## src/rtl/shift_unit.sv

```systemverilog
// Multi-cycle shifter/rotator: SLL, SRL, SRA and ROR, applying at most STEP bits per
// clock so the shift network stays narrow. Valid/ready handshake on both sides.
module shift_unit #(
    parameter int WIDTH = 32,
    parameter int STEP  = 4,
    parameter int SHW   = $clog2(WIDTH)
) (
    input  logic             clock,
    input  logic             reset_n,
    input  logic             in_valid,
    output logic             in_ready,
    input  logic [WIDTH-1:0] in_data,
    input  logic [SHW-1:0]   in_shamt,
    input  logic [1:0]       in_op,
    output logic             out_valid,
    input  logic             out_ready,
    output logic [WIDTH-1:0] out_data,
    output logic             out_zero,
    output logic             busy
);

    localparam logic [1:0] OP_SLL = 2'b00;
    localparam logic [1:0] OP_SRL = 2'b01;
    localparam logic [1:0] OP_SRA = 2'b10;
    localparam logic [1:0] OP_ROR = 2'b11;

    localparam logic [SHW-1:0] STEP_W = SHW'(STEP);

    typedef enum logic [1:0] {
        IDLE  = 2'b00,
        SHIFT = 2'b01,
        DONE  = 2'b10
    } state_t;

    state_t             state_r;
    state_t             state_s;
    logic [WIDTH-1:0]   data_r;
    logic [WIDTH-1:0]   data_s;
    logic [1:0]         op_r;
    logic [1:0]         op_s;
    logic [SHW-1:0]     rem_r;
    logic [SHW-1:0]     rem_s;
    logic [WIDTH-1:0]   result_r;
    logic [WIDTH-1:0]   result_s;
    logic               zero_r;
    logic               zero_s;
    logic [SHW-1:0]     amt_s;
    logic [WIDTH-1:0]   stepped_s;

    // One partial step. The working word keeps the operand's sign in its MSB, so an
    // arithmetic shift of the working word replicates the original sign bit.
    function automatic logic [WIDTH-1:0] step_op(
        input logic [WIDTH-1:0] d,
        input logic [1:0]       op,
        input logic [SHW-1:0]   amt
    );
        logic [2*WIDTH-1:0] dbl;
        dbl = {d, d} >> amt;
        case (op)
            OP_SLL:  step_op = d << amt;
            OP_SRL:  step_op = d >> amt;
            OP_SRA:  step_op = $signed(d) >>> amt;
            OP_ROR:  step_op = dbl[WIDTH-1:0];
            default: step_op = d;
        endcase
    endfunction

    // Next-state and datapath decisions for the IDLE/SHIFT/DONE sequencer.
    always_comb begin
        state_s  = state_r;
        data_s   = data_r;
        op_s     = op_r;
        rem_s    = rem_r;
        result_s = result_r;
        zero_s   = zero_r;
        if (rem_r > STEP_W) begin
            amt_s = STEP_W;
        end else begin
            amt_s = rem_r;
        end
        stepped_s = step_op(data_r, op_r, amt_s);

        case (state_r)
            IDLE: begin
                if (in_valid) begin
                    state_s = SHIFT;
                    data_s  = in_data;
                    op_s    = in_op;
                    rem_s   = in_shamt;
                end else begin
                    state_s = IDLE;
                end
            end
            SHIFT: begin
                if (rem_r == {SHW{1'b0}}) begin
                    state_s  = DONE;
                    result_s = data_r;
                    zero_s   = (data_r == {WIDTH{1'b0}});
                end else if (rem_r <= STEP_W) begin
                    state_s  = DONE;
                    rem_s    = {SHW{1'b0}};
                    data_s   = stepped_s;
                    result_s = stepped_s;
                    zero_s   = (stepped_s == {WIDTH{1'b0}});
                end else begin
                    state_s = SHIFT;
                    data_s  = stepped_s;
                    rem_s   = rem_r - STEP_W;
                end
            end
            DONE: begin
                if (out_ready) begin
                    state_s = IDLE;
                end else begin
                    state_s = DONE;
                end
            end
            default: begin
                state_s = IDLE;
                rem_s   = {SHW{1'b0}};
            end
        endcase
    end

    // State and datapath registers with synchronous active-low reset.
    always_ff @(posedge clock) begin
        if (!reset_n) begin
            state_r  <= IDLE;
            data_r   <= {WIDTH{1'b0}};
            op_r     <= OP_SLL;
            rem_r    <= {SHW{1'b0}};
            result_r <= {WIDTH{1'b0}};
            zero_r   <= 1'b1;
        end else begin
            state_r  <= state_s;
            data_r   <= data_s;
            op_r     <= op_s;
            rem_r    <= rem_s;
            result_r <= result_s;
            zero_r   <= zero_s;
        end
    end

    assign in_ready  = (state_r == IDLE);
    assign out_valid = (state_r == DONE);
    assign busy      = (state_r != IDLE);
    assign out_data  = result_r;
    assign out_zero  = zero_r;

endmodule

```

## config.mk

```make
export PLATFORM = sky130hd
export DESIGN_NAME = shift_unit
export DESIGN_NICKNAME = d
export VERILOG_FILES = /design/src/rtl/shift_unit.sv
export SDC_FILE = /design/constraint.sdc
export NUM_CORES = 1
export LEC_CHECK = 0
export CAP_MARGIN = 25
export CORE_MARGIN = 4
export CORE_UTILIZATION = 55
export CTS_CLUSTER_DIAMETER = 50
export DETAILED_ROUTE_END_ITERATION = 10
export DONT_BUFFER_PORTS = 1
export PLACE_DENSITY = 0.7
export SLEW_MARGIN = 20
export SYNTH_ARGS = -nofsm -noshare
export SYNTH_HDL_FRONTEND = slang
export SYNTH_SLANG_ARGS = --single-unit
```

## constraint.sdc

```tcl
create_clock -name clock -period 9.65 [get_ports clock]
set_clock_uncertainty 0.2 [all_clocks]
set_input_delay 0.965 -clock clock [delete_from_list [all_inputs] [get_ports clock]]
set_output_delay 0.965 -clock clock [all_outputs]
set_load 0.02 [all_outputs]
```

==> summary.txt <==
Run status
  – Status: finished clean

Floorplanning
  – Num rows: 42
  – Core area: 13200 um^2
  – Die width: 124 um
  – Die Y-Extent: 124 um
  – # IOs: 79
  – Die area: 15500 um^2
  – Initial Utilization: 56.2%

Critical path
  – Max stage delay cell, worst path: dfxtp_1
  – Startpoint Class: flip-flop
  – Setup crit end: out_zero
  – Crit path capture type: flip-flop
  – Worst r2r src: rem_r[3]
  – Worst-path fanout max: 55
  – Worst path cell trace: inv_1 -> ha_1 -> nor3b_1 -> o21ai_4 -> buf_4 -> o32ai_1 -> a311o_1 -> a211oi_1 -> nor2b_1 -> and4_1 -> nand4_1 -> o31ai_1
  – Critical Path AT: 4820 ps
  – CP startpoint: rem_r[3]
  – Reg2reg setup slack: 4890 ps
  – Worst reg2reg endpoint: out_zero
  – CP peak stage delay: 930 ps
  – Crit Path Category: flip-flop to flip-flop
  – R2R depth: 12
  – Required time worst endpoint: 9710 ps

Clock network
  – Post-CTS Hold Buffers: 0
  – Worst-path clk slew: 60 ps
  – CTS tree: done
  – Root Buffer: clkbuf_16
  – Worst-Skew Late Latency: 340 ps
  – Clock tree buffer depth: 2
  – # Post-CTS Setup Buffers: 0
  – Clock Sinks: 74
  – CTS HTree Levels: 3
  – Num CTS Buffers: 9
  – Post-CTS sizing: 0

Placed design
  – Hpwl dp: 22.7 mm
  – Placed cells: 1167
  – Placed cell areas: 7320 um^2
  – Routability cong.: 1.10
  – Dpl ws: 5170 ps
  – PortBufs: 0

Synthesis
  – Syn Inst Count: 1102
  – Post-synthesis sequential element count: 74
  – Yosys warning count: 0
  – Avg Synthesized Cell Area: 6.76 um^2
  – Sequential area share after synthesis: 19.9%
  – Synthesized area: 7440 um^2
  – Ys async rst share: 0%
  – Syn nets: 1148
  – Post-synth cell types: 81
  – Top FF cell, synth: dfxtp_1
  – EDFF count, synth: 0

STA
  – Hold slack: 360 ps
  – Worst-margin pin slew: 933 ps
  – Setup-violating endpoint count in the final report: 0
  – Setup ws final: 4890 ps
  – RSZ-0062 raised after global routing: no
  – Slew Viols, Final: 0
  – Fin Setup TNS: 0 ps
  – Max_slew headroom: 37.7%
  – Fmax: 0.210 GHz
  – Final Hold Fails: 0
  – Ratio of final minimum period to clock period: 49.3%
  – Final min period: 4760 ps

Route
  – Vias per cell: 7.69
  – Vias: 9094
  – ANT nets after route: 0
  – WL final: 33.4 mm
  – Post-route DRC: 0
  – Iter 0 DRT Violations: 1760
  – Wirelength per Cell: 28.2 um
  – Drt first pass iters: 8

Finish
  – NumNets Final: 1048
  – Area delta synth->final: 2.40%
  – Post-Layout Cell Count: 1183
  – Area of the multi-input gates: 5390 um^2
  – Fin util: 57.6%
  – Ratio of cells with drive above 1 in the final layout: 9.04%
  – N_diodes: 0
  – Filler cells: 1303
  – Reg area: 1480 um^2
  – Final Cell Area: 7620 um^2

Job
  – Number of max-cap violations: 0

GRT
  – Vias in the first global route: 8200
  – Global route overflow: 0
  – Largest net degree at the start of global routing: 75
  – Total GRT Usage: 40.9%
  – Antenna violations before repair: 0
  – First-pass GRT wire length: 50.4 mm

Min path
  – Min-delay src: out_data[24]
  – Min-delay worst type: flip-flop to flip-flop

Pwr
  – Leak: 2.58 nW
  – Power Total: 1.70 mW
  – Max VDD drop: 0.180 mV
  – Power Dens Cells: 223 nW/um^2
-- critical path, delay by kind of cell (launching register included) --
kind	cells	cell delay, ps
flops	1	930
buf+inv	2	890
compound gates	5	1560
fa+ha+maj	1	340
simple gates	4	730
-- registers in the layout, indices dropped and copies added (netlist names) --
name and cells:
out_data 32, data_r 32, state_r 2, rem_r 5
op_r 2, out_zero 1
-- placed cells by master (no fill, tap or decap), types with 8 or more instances in the layout --
cell type / synthesis / routed
a211oi_1: 47 / 46
a21o_1: 8 / 8
a21oi_1: 107 / 106
a221oi_1: 8 / 8
a22oi_1: 13 / 13
a311oi_1: 8 / 8
a31oi_1: 15 / 15
and2_1: 8 / 8
and3_1: 9 / 9
buf_4: 4 / 23
clkbuf_16: 0 / 9
dfxtp_1: 74 / 73
inv_1: 13 / 12
mux2_2: 21 / 21
mux2i_1: 19 / 19
nand2_1: 124 / 124
nand2b_1: 15 / 15
nand3_1: 21 / 21
nand4_1: 9 / 9
nor2_1: 141 / 139
nor2b_1: 12 / 12
nor3_1: 25 / 24
nor4_1: 16 / 16
o211ai_1: 26 / 26
o21ai_0: 58 / 57
o221ai_1: 23 / 23
o22ai_1: 13 / 13
o32ai_1: 9 / 9
or3_1: 13 / 13
-- how the worst min path moves through the flow --
stage,to,depth (start not counted)
after floorplan,data_r[4],2
after global placement,out_data[31],2
after detailed placement,out_data[24],2
after CTS,out_data[24],2
after global routing,out_data[3],2
final,out_data[24],2
-- synthesized netlist by cell type (23+ instances only) --
cell type / instances / area (um^2)
dfxtp_1: 74 / 1480
o21ai_0: 58 / 290
a211oi_1: 47 / 353
a21oi_1: 107 / 536
o221ai_1: 23 / 201
nor3_1: 25 / 125
nor2_1: 141 / 529
clkbuf_1: 98 / 368
buf_2: 25 / 125
nand2_1: 124 / 465
o211ai_1: 26 / 195
-- metal layers --
layer  GRT usage (%)  part of all wire [%]  vias to the layer above
li1                -                     -                     3915
met1            56.2                    39                     4180
met2            57.5                    41                      837
met3            12.8                    15                      162
met4            20.1                   5.7                        0
met5               0                     0                        -
-- cells by family after synthesis --
logic type	after synthesis	synth area share [%]
simple gates	419	26.6
mux	43	6.42
fa+ha+maj	3	0.504
flops	74	19.9
buf+inv	148	8.49
xor+xnor	1	0.118
compound gates	414	38.0
-- report_power, final --
part | leakage, nW | switching, mW | total (mW) | internal [mW]
clock network | 0.144 | 0.140 | 0.343 | 0.203
registers | 0.607 | 0.129 | 0.475 | 0.346
logic | 1.83 | 0.597 | 0.879 | 0.282
-- final cells by class --
type | instances | share of cell area (%)
Multi-Input combinational cell | 880 | 70.8
Sequential cell | 74 | 19.4
Clock buffer | 10 | 3.00
Tap cell | 176 | 2.89
Timing Repair Buffer | 23 | 2.26
Clock inverter | 6 | 0.952
Inverter | 14 | 0.689
No activity file was read; power rests on OpenSTA's default activity.
